### config.mk
export PLATFORM = sky130hd
export DESIGN_NAME = serial_subtractor
export DESIGN_NICKNAME = d
export VERILOG_FILES = /design/src/rtl/serial_subtractor_pkg.sv /design/src/rtl/serial_subtractor_digit_subtractor.sv /design/src/rtl/serial_subtractor.sv
export SDC_FILE = /design/constraint.sdc
export NUM_CORES = 1
export LEC_CHECK = 0
export ABC_CLOCK_PERIOD_IN_PS = 1860
export BUFFER_PORTS_ARGS = -buffer_cell sky130_fd_sc_hd__buf_2
export CORE_ASPECT_RATIO = 0.5
export CORE_UTILIZATION = 54
export CTS_CLUSTER_DIAMETER = 50
export DETAILED_ROUTE_END_ITERATION = 10
export PLACE_DENSITY = 0.78
export SYNTH_ARGS = -nofsm -noshare
export SYNTH_HDL_FRONTEND = slang
export SYNTH_SLANG_ARGS = --single-unit
### constraint.sdc
create_clock -name clk -period 1.86 [get_ports clk]
set_input_delay 0.465 -clock clk [delete_from_list [all_inputs] [get_ports clk]]
set_output_delay 0.465 -clock clk [all_outputs]
set_load 0.03 [all_outputs]
### src/rtl/serial_subtractor_pkg.sv
// Shared definitions for the digit-serial subtractor: FSM state encoding and
// the digit-counter width helper.
package serial_subtractor_pkg;

   typedef enum logic [1:0] {
      IDLE = 2'd0,
      BUSY = 2'd1,
      DONE = 2'd2
   } state_e;

   // Width of the digit counter: clog2(n/d), never narrower than one bit.
   function automatic int cnt_width(input int n, input int d);
      int w;
      w = $clog2(n / d);
      return (w < 1) ? 1 : w;
   endfunction

endpackage

### src/rtl/serial_subtractor_digit_subtractor.sv
// Combinational D-bit subtractor cell: a chain of full adders fed with the
// inverted subtrahend and inverted borrow, so carry == ~borrow throughout.
module digit_subtractor #(
   parameter int D = 1
) (
   input  logic [D-1:0] a_d,
   input  logic [D-1:0] b_d,
   input  logic         bor_i,
   output logic [D-1:0] d_d,
   output logic         bor_o
);

   logic carry;

   // NOTE: every output of a combinational block is assigned before any
   // conditional or loop so no path can leave it unassigned and infer a latch.
   always_comb begin
      d_d   = '0;
      carry = ~bor_i;
      for (int i = 0; i < D; i++) begin
         d_d[i] = a_d[i] ^ ~b_d[i] ^ carry;
         carry  = (a_d[i] & ~b_d[i]) | ((a_d[i] ^ ~b_d[i]) & carry);
      end
      bor_o = ~carry;
   end

endmodule

### src/rtl/serial_subtractor.sv
// Digit-serial N-bit subtractor (a - b - b_in) with valid/ready handshakes,
// D bits per cycle. Define SERIAL_SUBTRACTOR_OVF_EN to add the signed ovf output.
module serial_subtractor
   import serial_subtractor_pkg::*;
#(
   parameter int N = 8,
   parameter int D = 1
) (
   input  logic         clk,
   input  logic         rst,
   input  logic         in_valid,
   output logic         in_ready,
   input  logic [N-1:0] a,
   input  logic [N-1:0] b,
   input  logic         b_in,
   output logic         out_valid,
   input  logic         out_ready,
   output logic [N-1:0] diff,
   output logic         b_out
`ifdef SERIAL_SUBTRACTOR_OVF_EN
   ,
   output logic         ovf
`endif
);

   localparam int              DIGITS = N / D;
   localparam int              CW     = cnt_width(N, D);
   localparam logic [CW-1:0]   LAST   = CW'(DIGITS - 1);

   if (N < 2) begin : g_n_check
      $error("serial_subtractor: N must be at least 2");
   end
   if (D < 1 || (N % D) != 0) begin : g_d_check
      $error("serial_subtractor: D must divide N");
   end

   state_e        state_q, state_d;
   logic [CW-1:0] cnt_q, cnt_d;
   logic [N-1:0]  a_q, a_d;
   logic [N-1:0]  b_q, b_d;
   logic [N-1:0]  res_q, res_d;
   logic          bor_q, bor_d;
   logic [N-1:0]  diff_q, diff_d;
   logic          b_out_q, b_out_d;
`ifdef SERIAL_SUBTRACTOR_OVF_EN
   logic          a_msb_q, a_msb_d;
   logic          b_msb_q, b_msb_d;
   logic          ovf_q, ovf_d;
`endif

   logic [D-1:0]   dig_diff;
   logic           dig_bor;
   logic [N+D-1:0] res_cat;
   logic           accept;
   logic           last_digit;

   digit_subtractor #(.D(D)) u_digit (
      .a_d   (a_q[D-1:0]),
      .b_d   (b_q[D-1:0]),
      .bor_i (bor_q),
      .d_d   (dig_diff),
      .bor_o (dig_bor)
   );

   // NOTE: sequential state uses non-blocking assignments so every flop
   // samples its pre-edge inputs regardless of process evaluation order.
   always_ff @(posedge clk or posedge rst) begin
      if (rst) begin
         state_q <= IDLE;
      end else begin
         state_q <= state_d;
      end
   end

   always_comb begin
      state_d = state_q;
      case (state_q)
         IDLE:    if (in_valid)        state_d = BUSY;
         BUSY:    if (cnt_q == LAST)   state_d = DONE;
         DONE:    if (out_ready)       state_d = IDLE;
         default:                      state_d = IDLE;
      endcase
   end

   // Handshake outputs decode registered state only; in_ready is forced low in reset.
   always_comb begin
      in_ready  = !rst && (state_q == IDLE);
      out_valid = (state_q == DONE);
   end

   assign accept     = in_valid && in_ready;
   assign last_digit = (state_q == BUSY) && (cnt_q == LAST);

   always_comb begin
      a_d     = a_q;
      b_d     = b_q;
      res_d   = res_q;
      bor_d   = bor_q;
      cnt_d   = cnt_q;
      diff_d  = diff_q;
      b_out_d = b_out_q;
`ifdef SERIAL_SUBTRACTOR_OVF_EN
      a_msb_d = a_msb_q;
      b_msb_d = b_msb_q;
      ovf_d   = ovf_q;
`endif
      res_cat = {dig_diff, res_q};
      if (accept) begin
         a_d   = a;
         b_d   = b;
         bor_d = b_in;
         cnt_d = '0;
`ifdef SERIAL_SUBTRACTOR_OVF_EN
         a_msb_d = a[N-1];
         b_msb_d = b[N-1];
`endif
      end else if (state_q == BUSY) begin
         a_d   = a_q >> D;
         b_d   = b_q >> D;
         res_d = res_cat[N+D-1:D];
         bor_d = dig_bor;
         cnt_d = cnt_q + CW'(1);
         // The visible result only changes when the final digit lands.
         if (last_digit) begin
            diff_d  = res_cat[N+D-1:D];
            b_out_d = dig_bor;
`ifdef SERIAL_SUBTRACTOR_OVF_EN
            ovf_d   = (a_msb_q != b_msb_q) && (dig_diff[D-1] != a_msb_q);
`endif
         end
      end
   end

   // NOTE: the shift registers are plain flops, so they are cleared in reset
   // like everything else; an abort leaves no stale operand or result behind.
   always_ff @(posedge clk or posedge rst) begin
      if (rst) begin
         cnt_q   <= '0;
         a_q     <= '0;
         b_q     <= '0;
         res_q   <= '0;
         bor_q   <= 1'b0;
         diff_q  <= '0;
         b_out_q <= 1'b0;
      end else begin
         cnt_q   <= cnt_d;
         a_q     <= a_d;
         b_q     <= b_d;
         res_q   <= res_d;
         bor_q   <= bor_d;
         diff_q  <= diff_d;
         b_out_q <= b_out_d;
      end
   end

`ifdef SERIAL_SUBTRACTOR_OVF_EN
   always_ff @(posedge clk or posedge rst) begin
      if (rst) begin
         a_msb_q <= 1'b0;
         b_msb_q <= 1'b0;
         ovf_q   <= 1'b0;
      end else begin
         a_msb_q <= a_msb_d;
         b_msb_q <= b_msb_d;
         ovf_q   <= ovf_d;
      end
   end

   assign ovf = ovf_q;
`endif

   assign diff  = diff_q;
   assign b_out = b_out_q;

endmodule
* Word-level counts from Yosys, hierarchy flattened
Index checks and enable logic that the tools add are counted.
** Operators by class
- Reductions and logical operators :: 9
- Add/subtract/negate cells :: 1
- Equal/unequal tests :: 6
- Bitwise gates (word level) :: 9
- Mux-type cells :: 12
** Operators by type and width (count)
- $mux W8 :: 4
- $mux W2 :: 3
- $mux W3 :: 2
- $pmux W2 S3 :: 1
- $reduce_and A3 Y1 :: 2
- $ne A2 B1 Y1 const B :: 2
- $not A1 Y1 :: 4
- $add A3 B1 Y3 const B :: 1
- $eq A3 B3 Y1 const B :: 1
- $logic_and A1 B1 Y1 :: 3
- $and A1 B1 Y1 :: 2
- $eq A2 B1 Y1 const B :: 1
- $eq A2 B2 Y1 const B :: 1
- $logic_not A2 Y1 :: 1
- $mux W1 :: 2
- $ne A2 B2 Y1 const B :: 1
- $reduce_and A2 Y1 :: 1
- $reduce_bool A2 Y1 :: 1
- $xor A1 B1 Y1 :: 2
- $logic_not A1 Y1 :: 1
- $or A1 B1 Y1 :: 1
** Word-level totals
- Bits of input ports :: 21
- Output and inout port bits :: 11
- Logic and storage cells :: 45
- Bits in registers :: 39

* Logic depth before layout (Yosys ltp)
Gate-level depths: netlist of run 1.
- Depth in word-level cells :: 7
- Gate-level depth with buffers :: 6
- Depth with buffers taken out :: 5

* Hierarchy
Synthesis of run 1 repeated with hierarchy kept, for this count alone.
** Unflattened totals
- Cell total of the unflattened synthesis :: 151
- Area total of the unflattened synthesis :: 1661.6 um^2
** By module, submodules not included
- serial_subtractor :: cells an instance 148, area an instance 1634.1 um^2, instances 1, sequential area each 950.9 um^2
- digit_subtractor :: cells an instance 3, area an instance 27.5 um^2, instances 1, sequential area each 0.0 um^2

* Worst setup path before layout of run 1
Ideal clock, no wire load.
- Path type :: register to output
- Start point :: register state_q[0]
- End point :: output port in_ready
- Cell stages (with the launch flop) :: 3
- Buffers on the path :: 1
- Path slack :: 0.210 ns
- Data required time :: 1.395 ns
- Arrival time :: 1.185 ns
- Path through :: dfrtp_1 > buf_4 > nor3_1
** Between the ends
- Longest elaborated chain between the ends :: 2
** Ends and longest elaborated chain
- start, declared :: RTL line serial_subtractor.sv:37 : state_e state_q, state_d;
- start signal, assigned :: RTL line serial_subtractor.sv:71 : state_q <= state_d;
- $logic_not A2 Y1 :: RTL line serial_subtractor.sv:87 : in_ready = !rst && (state_q == IDLE);
- $logic_and A1 B1 Y1 :: RTL line serial_subtractor.sv:87
- end, declared :: RTL line serial_subtractor.sv:12 : output logic in_ready,
No other way between the ends.

* Worst setup path after layout of run 1
- Start point :: register state_q[1]
- End point :: output port in_ready
Same word-level chain as after synthesis.

==> impl_metrics.csv, run 1 <==
group,metric,value,unit
yosys,syn_nets,175,
timing,worst_pin_slew,548.2,ps
power_and_ir_drop,power.density,1652,nW/um^2
grt,grt_pass1_wl,4643,um
power_and_ir_drop,ir_drop,0.0007797,V
run,maxCapViolations,0,
finish,drive_gt1_share,28.88,%
place,dpl.hpwl,1953,um
yosys,synth.distinct_cells,21,
setup_path,cp_top_family,"flip-flops",
clocking,post_cts_buffers,0,
timing,fin_crit_sh,94.28,%
clocking,clk_path_buf_depth,2,
power_and_ir_drop,sw_frac_of_total,36.62,%
drt,ant_nets,0,
yosys,synth-seq-cells,38,
finish,layout_common_cells,"nand2_1 (43), dfrtp_1 (38), buf_2 (31), o21ai_0 (17), mux2i_1 (15)",
floorplan,dieArea,3336,sq um
drt,via_per_inst,5.116,
clocking,cts_hold_buf,0,
yosys,yosysSeqAreaShare,56.89,%
floorplan,core-area,2765,sq um
power_and_ir_drop,pwr-share-seq,42.8,%
timing,setup_tns,0,ps
grt,grt_max_degree,38,
setup_path,end_kind,"primary output",
power_and_ir_drop,p_switching,1.182,mW
timing,fmax,570.3,MHz
drt,drcViolationCount,0,
timing,whs,252.0,ps
grt,antenna_found_initial,0,
timing,setup_viol,0,
drt,dr.pass1.iters,4,
setup_path,start_kind,"flip-flop",
clocking,cts_root_buf,"clkbuf_8",
yosys,avgSynthCellArea,11.07,sq um
finish,antenna_cells,0,
clocking,worstSkewPairLatency,280,ps
finish,nets,210,
drt,drt_iter0_drc,57,
power_and_ir_drop,clkPwrFrac,20.0,%
floorplan,start_util,60.45,%
setup_path,ff2ff_path_depth,5,
setup_path,cp_max_fo,7,
drt,wl_per_cell,12.85,um
timing,drv_slew,0,
finish,utilization,70.68,%
timing,fin_crit,1754,ps
setup_path,crit_buf_inv,1,
hold_path,hold_path.class,"input pin to asynchronous set/reset pin",
floorplan,io_pins,32,
setup_path,r2r-start,"cnt_q[0]",
grt,grt_util_all_layers,20.82,%
clocking,cts_sinks,38,
power_and_ir_drop,p_leak,1.009,nW
yosys,yosysWarnings,0,
yosys,syn_area,1672,sq um
setup_path,max_stage_delay,470,ps
floorplan,die_x,80.69,um
floorplan,die_h,41.34,um
setup_path,required,1390,ps
run_status,status,"completed",
place,dp_cells,216,
grt,grt_pass1_vias,1069,
finish,multi_input_area,635.6,sq um
setup_path,critPathKind,"flip-flop to primary output",
drt,wirelength,2879,um
power_and_ir_drop,comb_power_share,37.2,%
place,port_buffers,31,
setup_path,crit_cells,2,
floorplan,rows,13,
finish,area_delta_synth_final,16.92,%
place,dpl_worst_slack,322.4,ps
setup_path,arrival,1290,ps
place,finalWeightedCongestion,0.7018,
timing,layout_setup_ws,106.4,ps
clocking,cts_tree,"yes",
timing,rsz0062_at_grt,"false",
setup_path,reg2reg_slack,310,ps
setup_path,crit_end,"in_ready",
timing,hold_viol,0,
clocking,path_clk_slew,70,ps
setup_path,reg2reg_to,"diff[2]",
yosys,syn_inst,151,
timing,max_slew_margin,63.45,%
clocking,post_cts_resized,0,
setup_path,slowest_stage,"dfrtp_1",
finish,nFillCells,207,
setup_path,crit_path_start,"state_q[1]",
clocking,cts_buffers,5,
finish,final_common_cell,"nand2_1",
clocking,htreeDepth,2,
grt,grt_remaining_overflow,0,
drt,vias,1146,
finish,stdcell_count,224,
finish,regArea,950.9,sq um
power_and_ir_drop,intPower,2.046,mW
timing,skew,4.133,ps
setup_path,path_cells,"nor3_1 > buf_2",
-- power by group through the flow --
stage / combinational [mW] / clock (mW) / sequential [mW]
3_3_place_gp: 1.15 / 0 / 1.38
2_1_floorplan: 0.808 / 0 / 1.51
3_5_place_dp: 1.21 / 0 / 1.39
4_1_cts: 1.22 / 0.657 / 1.38
5_1_grt: 1.33 / 0.700 / 1.42
6_report: 1.20 / 0.646 / 1.38
-- worst min-delay path by stage --
stage / startpoint / to / slack (ps) / cells past startpoint
5_1_grt: rst / res_q[7] / 290 / 3
2_1_floorplan: res_q[1] / res_q[1] / 440 / 2
3_5_place_dp: res_q[1] / res_q[1] / 470 / 2
3_3_place_gp: diff[7] / diff[7] / 460 / 2
4_1_cts: rst / state_q[1] / 260 / 3
6_report: rst / res_q[2] / 250 / 3
-- worst min-delay path, cell delays in order --
cell and delay, ps:
buf_2 120, inv_1 70, buf_4 250
-- stage by stage --
step | power (mW) | instance area, sq um
after global routing | 3.449 | 1954
after floorplan | 2.314 | 1672
after detailed placement | 2.605 | 1844
after CTS | 3.261 | 1954
after global placement | 2.522 | 1844
final | 3.229 | 1954
-- synth_stat cells --
library cell / number / share of area, %
nor2_1: 2 / 0.45
o21ai_1: 3 / 0.90
nor4b_4: 1 / 1.4
a211oi_1: 1 / 0.45
dfrtp_1: 38 / 57
nor2b_1: 1 / 0.37
mux2_2: 8 / 5.4
buf_4: 4 / 1.8
buf_2: 2 / 0.60
ha_1: 2 / 1.5
nor3_1: 1 / 0.30
fa_1: 1 / 1.2
xnor2_1: 1 / 0.52
a21oi_1: 2 / 0.60
nand3b_1: 1 / 0.45
mux2i_1: 15 / 9.0
nand2b_1: 2 / 0.75
nand2_1: 43 / 9.7
buf_6: 3 / 2.0
o21ai_0: 17 / 5.1
inv_1: 3 / 0.67
-- layer usage --
layer	part of all wire, %	global-route usage [%]
met4	1.3	11.61
met1	46	23.36
met3	3.7	8.043
met5	0	0
met2	49	36.44
-- flip-flops by register name, summed over array words and instances, names as in the netlist --
name	cells
state_q	2
cnt_q	3
bor_q	1
res_q	7
b_out	1
a_q	8
b_q	8
diff	8
-- final cells by class --
type / instances / area share (%)
multi-input cells: 101 / 32.52
well taps: 37 / 2.369
inverters: 3 / 0.5762
clock buffers: 8 / 5.634
repair buffers: 37 / 10.24
flip-flops and latches: 38 / 48.66
-- cell families after synthesis --
kind of cell / count (synthesis) / share of synthesized area (%)
compound gates: 23 / 7.036
simple gates: 51 / 13.40
mux: 23 / 14.37
flops: 38 / 56.89
xor+xnor: 1 / 0.5240
buf+inv: 12 / 5.090
fa+ha+maj: 3 / 2.694
Note: power is estimated with default switching activity, not from simulation.
==> inputs of run 2 (changes only) <==
ABC_AREA = 1   (was not set)
CORE_UTILIZATION = 55   (was 54)
==> run 2 against run 1 <==
  * The flow now finishes with violations (design-rule violations)
  * Flip-flop and latch count did not move
  * Critical path type unchanged
  * Die area up 11%
  * Hold slack worse by 160 ps
  * Power is 15% higher
  * Worst setup slack gained 110 ps
  * Clock power is 30% higher
  * Utilization down 1.0 points
==> impl_metrics.csv, run 2 <==
group,metric,value,unit
place,dp_cells,297,
finish,drive_gt1_share,20.38,%
yosys,avgSynthCellArea,8.119,sq um
clocking,post_cts_resized,0,
drt,drt_iter0_drc,79,
finish,final_common_cell,"nand2_1",
yosys,yosysTopAreaCell,"dfrtp_1",
run_status,violations,"design-rule violations",
clocking,clk_path_buf_depth,2,
grt,antenna_found_initial,0,
yosys,syn_area,1892,sq um
setup_path,start_kind,"flip-flop",
finish,nFillCells,251,
timing,fmax,608.6,MHz
yosys,synthArstFlopShare,100.0,%
clocking,cts_root_buf,"clkbuf_8",
setup_path,arrival,1180,ps
yosys,yosysWarnings,0,
floorplan,rows,14,
drt,via_per_inst,5.075,
yosys,syn_inst,233,
timing,rsz0062_at_grt,"false",
hold_path,hold_path.class,"input pin to asynchronous set/reset pin",
grt,grt_remaining_overflow,0,
floorplan,io_pins,32,
yosys,synth.distinct_cells,22,
finish,area_delta_synth_final,15.41,%
drt,ant_nets,0,
finish,regArea,950.9,sq um
timing,fin_crit,1643,ps
run_status,status,"complete, but fails checks",
drt,wl_per_cell,11.54,um
place,port_buffers,31,
power_and_ir_drop,power.density,1706,nW/um^2
run,maxCapViolations,0,
finish,stdcell_count,305,
drt,dr.pass1.iters,9,
power_and_ir_drop,ir_drop,0.0005472,V
drt,wirelength,3519,um
floorplan,start_util,60.34,%
timing,hold_viol,0,
clocking,cts_tree,"yes",
yosys,yosysTopAreaCellShare,50.26,%
grt,grt_max_degree,36,
floorplan,dieArea,3692,sq um
place,finalWeightedCongestion,0.7672,
timing,drv_slew,0,
clocking,cts_sinks,38,
power_and_ir_drop,p_total,3.724,mW
place,dpl.hpwl,2434,um
finish,multi_input_area,732.0,sq um
setup_path,cp_max_fo,4,
yosys,netlist_top_cells_area,"dfrtp_1 (50%), nand2_1 (18%), nand3_1 (5.0%)",
clocking,post_cts_buffers,0,
drt,vias,1548,
clocking,worstSkewPairLatency,290,ps
clocking,cts_hold_buf,0,
drt,drcViolationCount,1,
yosys,syn_nets,257,
floorplan,core-area,3136,sq um
clocking,htreeDepth,2,
yosys,synth-seq-cells,38,
timing,max_slew_margin,59.58,%
clocking,path_clk_slew,80,ps
setup_path,required,1390,ps
finish,antenna_cells,0,
grt,grt_pass1_vias,1427,
finish,nets,288,
yosys,synthFlopType,"dfrtp_1",
yosys,yosysMostFrequentCell,"nand2_1",
power_and_ir_drop,p_leak,1.259,nW
timing,setup_tns,0,ps
timing,skew,8.149,ps
setup_path,end_kind,"primary output",
floorplan,die_h,43.47,um
yosys,synth_commonest_cells,"nand2_1 (91), dfrtp_1 (38), inv_1 (25)",
grt,grt_util_all_layers,21.61,%
timing,setup_viol,0,
yosys,synth-edff-count,0,
floorplan,die_x,84.94,um
yosys,yosysSeqAreaShare,50.26,%
clocking,cts_buffers,5,
grt,grt_pass1_wl,6106,um
finish,layout_common_cells,"nand2_1 (91), dfrtp_1 (38), buf_2 (31), inv_1 (25), nand3_1 (19)",
timing,fin_crit_sh,88.33,%
timing,worst_pin_slew,604.1,ps
setup_path,critPathKind,"flip-flop to primary output",
[run 2: cell count changes after synthesis, sizes merged, moves of 8 or more]
cell | before | now
inv | 3 | 27
mux2 | 8 | 0
mux2i | 15 | 0
nand2 | 43 | 93
nand3 | 0 | 20
nand4 | 0 | 15
[run 2: where the power goes]
group / internal (mW) / switching [mW] / total (mW)
clock network: 0.537 / 0.306 / 0.843
logic: 0.494 / 0.978 / 1.47
registers: 1.19 / 0.217 / 1.41
[run 2: critical path, stage by stage (launching register included)]
cell and delay (ps):
dfrtp_1 470, nor3_1 200, buf_2 220
[run 2: area by class of cell]
| type | count | area share [%] |
|---|---|---|
| timing repair buffer | 38 | 9.513 |
| sequential | 38 | 43.55 |
| inverter | 28 | 4.814 |
| multi-input combinational | 153 | 33.52 |
| clock inverter | 3 | 3.152 |
| clock buffer | 5 | 3.152 |
| tap | 40 | 2.292 |
[run 2: logic make-up (layout without fill, tap and decap cells)]
| logic type | after synthesis | in the layout | synth area share, % |
|---|---|---|---|
| flip-flops | 38 | 38 | 50.26 |
| AND/OR/NAND/NOR | 133 | 133 | 31.48 |
| buffers and inverters | 42 | 74 | 11.04 |
| XOR/XNOR | 1 | 1 | 0.4630 |
| AO/OA/AOI/OAI | 16 | 16 | 4.365 |
| adder cells (fa/ha/maj) | 3 | 3 | 2.381 |
[run 2: worst paths after layout]
kind                             from    endpoint  cells after the start  slack [ps]
max reg2reg                state_q[1]    cnt_q[0]                      4         470
min                               rst      a_q[3]                      2          90
min in group clk            out_ready  state_q[1]                      2         340
max                        state_q[1]    in_ready                      2         220
max in group asynchronous         rst       bor_q                      4        1190
min reg2reg                   diff[0]     diff[0]                      2         470
[run 2: per-stage QoR]
step                      hold WS (ps)  util, %  worst slack [ps]  cell area, sq um
after CTS                        93.38    69.63             209.3              2183
after global placement           394.7    65.24             407.7              2046
after detailed placement         400.5    65.24             328.8              2046
after floorplan                  453.0        -             208.6              1892
after global routing             99.41    69.63             115.9              2183
final                            93.37    69.63             217.0              2183
[run 2: layer usage]
| metal | track usage, % | part of all wire (%) | up-vias |
|---|---|---|---|
| met5 | 0 | 0 | - |
| met4 | 5.424 | 0.94 | 0 |
| met3 | 5.714 | 6.6 | 7 |
| met2 | 38.06 | 46 | 48 |
| met1 | 27.34 | 46 | 696 |
| li1 | - | - | 797 |
==> inputs of run 3 (changes only) <==
CORE_ASPECT_RATIO = 0.7   (was 0.5)
==> run 3 against run 2 <==
  * The run now ends clean
  * Sequential share of layout area increased by 0.81 points
  * Hold slack improved by 150 ps
  * Maximum frequency increased by 0.24%
  * First-iteration DRC count increased by 49%
  * Cell area decreased by 1.8%
  * Global-route usage increased by 1.4 points
  * Via count decreased by 1.5%
  * Critical path depth unchanged
  * Count of clock-buffer cells in the layout increased by 2
  * Clock skew decreased by 4.0 ps
  * Flip-flop and latch count unchanged
  * Power decreased by 6.1%
  * Critical path type unchanged
  * Largest cell class unchanged
  * Largest power group unchanged
==> impl_metrics.csv, run 3 (synthesis gave the netlist of run 2 again) <==
group,metric,value,unit
clocking,cts_sinks,38,
grt,busiest_layer,"met2",
finish,layout_common_cells,"nand2_1 (91), dfrtp_1 (38), buf_2 (31), inv_1 (25), nand3_1 (19)",
setup_path,required,1390,ps
drt,dr.pass1.iters,4,
grt,grt_pass1_wl,6299,um
hold_path,hold_path.class,"input pin to asynchronous set/reset pin",
finish,antenna_cells,0,
finish,final_common_cell,"nand2_1",
clocking,cts_buffers,5,
floorplan,rows,17,
floorplan,die_h,51.07,um
clocking,clk_path_buf_depth,2,
grt,grt_pass1_vias,1462,
clocking,cts_tree,"yes",
drt,vias,1525,
timing,fmax,610.1,MHz
place,finalWeightedCongestion,0.7496,
finish,area_delta_synth_final,13.29,%
timing,fin_crit_sh,88.13,%
drt,drt_iter0_drc,118,
power_and_ir_drop,p_leak,1.234,nW
timing,rsz0062_at_grt,"false",
timing,hold_viol,0,
timing,drv_slew,0,
clocking,path_clk_slew,70,ps
setup_path,cp_max_fo,4,
setup_path,end_kind,"primary output",
grt,grt_util_all_layers,23.05,%
finish,final_cell_area,2143,sq um
grt,antenna_found_initial,0,
clocking,htreeDepth,2,
setup_path,critPathKind,"flip-flop to primary output",
place,dpl_worst_slack,410.7,ps
floorplan,dieArea,3682,sq um
place,post_dp_cell_area,2052,sq um
grt,grt_use_met1,29.84,%
floorplan,io_pins,32,
run,maxCapViolations,0,
finish,drive_gt1_share,19.39,%
grt,grt_remaining_overflow,0,
drt,wirelength,3665,um
grt,grt_max_degree,37,
setup_path,start_kind,"flip-flop",
place,dpl.hpwl,2463,um
drt,wl_per_cell,11.82,um
timing,setup_viol,0,
drt,via_per_inst,4.919,
floorplan,die_x,72.10,um
grt,grt_util_met2,35.83,%
timing,setup_tns,0,ps
finish,regArea,950.9,sq um
clocking,post_cts_buffers,0,
power_and_ir_drop,ir_drop,0.0008323,V
setup_path,arrival,1170,ps
timing,max_slew_margin,58.94,%
grt,met3_usage,6.706,%
clocking,worstSkewPairLatency,290,ps
timing,skew,4.164,ps
clocking,cts_root_buf,"clkbuf_8",
clocking,post_cts_resized,0,
floorplan,start_util,58.90,%
clocking,cts_hold_buf,0,
power_and_ir_drop,power.density,1632,nW/um^2
drt,drcViolationCount,0,
floorplan,core-area,3212,sq um
finish,nets,286,
run_status,status,"completed",
drt,ant_nets,0,
timing,layout_setup_ws,220.9,ps
finish,nFillCells,281,
timing,worst_pin_slew,613.8,ps
place,port_buffers,31,
finish,multi_input_area,732.0,sq um
finish,utilization,66.73,%
timing,fin_crit,1639,ps
-- run 3: changes by cell type in the layout (fill, tap and decap cells not counted) --
| cell | change |
|---|---|
| clkbuf_8 | +1 |
| clkinv_4 | -1 |
| clkinv_2 | +1 |
| clkbuf_1 | +1 |
| buf_4 | -3 |
| buf_12 | +1 |
| bufinv_16 | -2 |
-- run 3: final cells by class --
type / count / area share [%]
clock inverter: 1 / 0.2335
inverter: 28 / 4.904
clock buffer: 7 / 4.028
multi-input combinational: 153 / 34.15
tap: 47 / 2.744
sequential: 38 / 44.37
timing repair buffer: 36 / 9.574
-- run 3: stage by stage --
stage / hold slack [ps] / power, mW / std cells
2_1_floorplan: 453.0 / 2.630 / 233
3_3_place_gp: 460.1 / 2.856 / 302
3_5_place_dp: 470.0 / 2.930 / 302
4_1_cts: 248.8 / 3.519 / 310
5_1_grt: 260.1 / 3.804 / 310
6_report: 242.5 / 3.498 / 310
-- run 3: metal layers --
| metal | part of all wire [%] | up-vias |
|---|---|---|
| met1 | 47 | 693 |
| met3 | 5.0 | 7 |
| met4 | 1.7 | 0 |
| met5 | 0 | - |
| li1 | - | 792 |
| met2 | 46 | 33 |
-- run 3: path summary, 6_finish.rpt --
check,from,slack [ps],depth (start not counted),end
setup / recovery,state_q[1],220,2,in_ready
hold / removal,rst,240,3,a_q[4]
setup reg to reg,state_q[1],350,5,b_q[7]
hold reg to reg,diff[4],480,2,diff[4]
max in group asynchronous,rst,1390,3,diff[2]
min in group clk,out_ready,360,2,state_q[1]
-- run 3: power by group --
group	switching [mW]	internal, mW
logic	0.998	0.494
clock network	0.290	0.299
registers	0.223	1.19
total	1.51	1.99
-- run 3: worst max-delay path: stages, from the launching register on --
cell	delay (ps)
dfrtp_1	460
nor3_1	200
buf_2	220
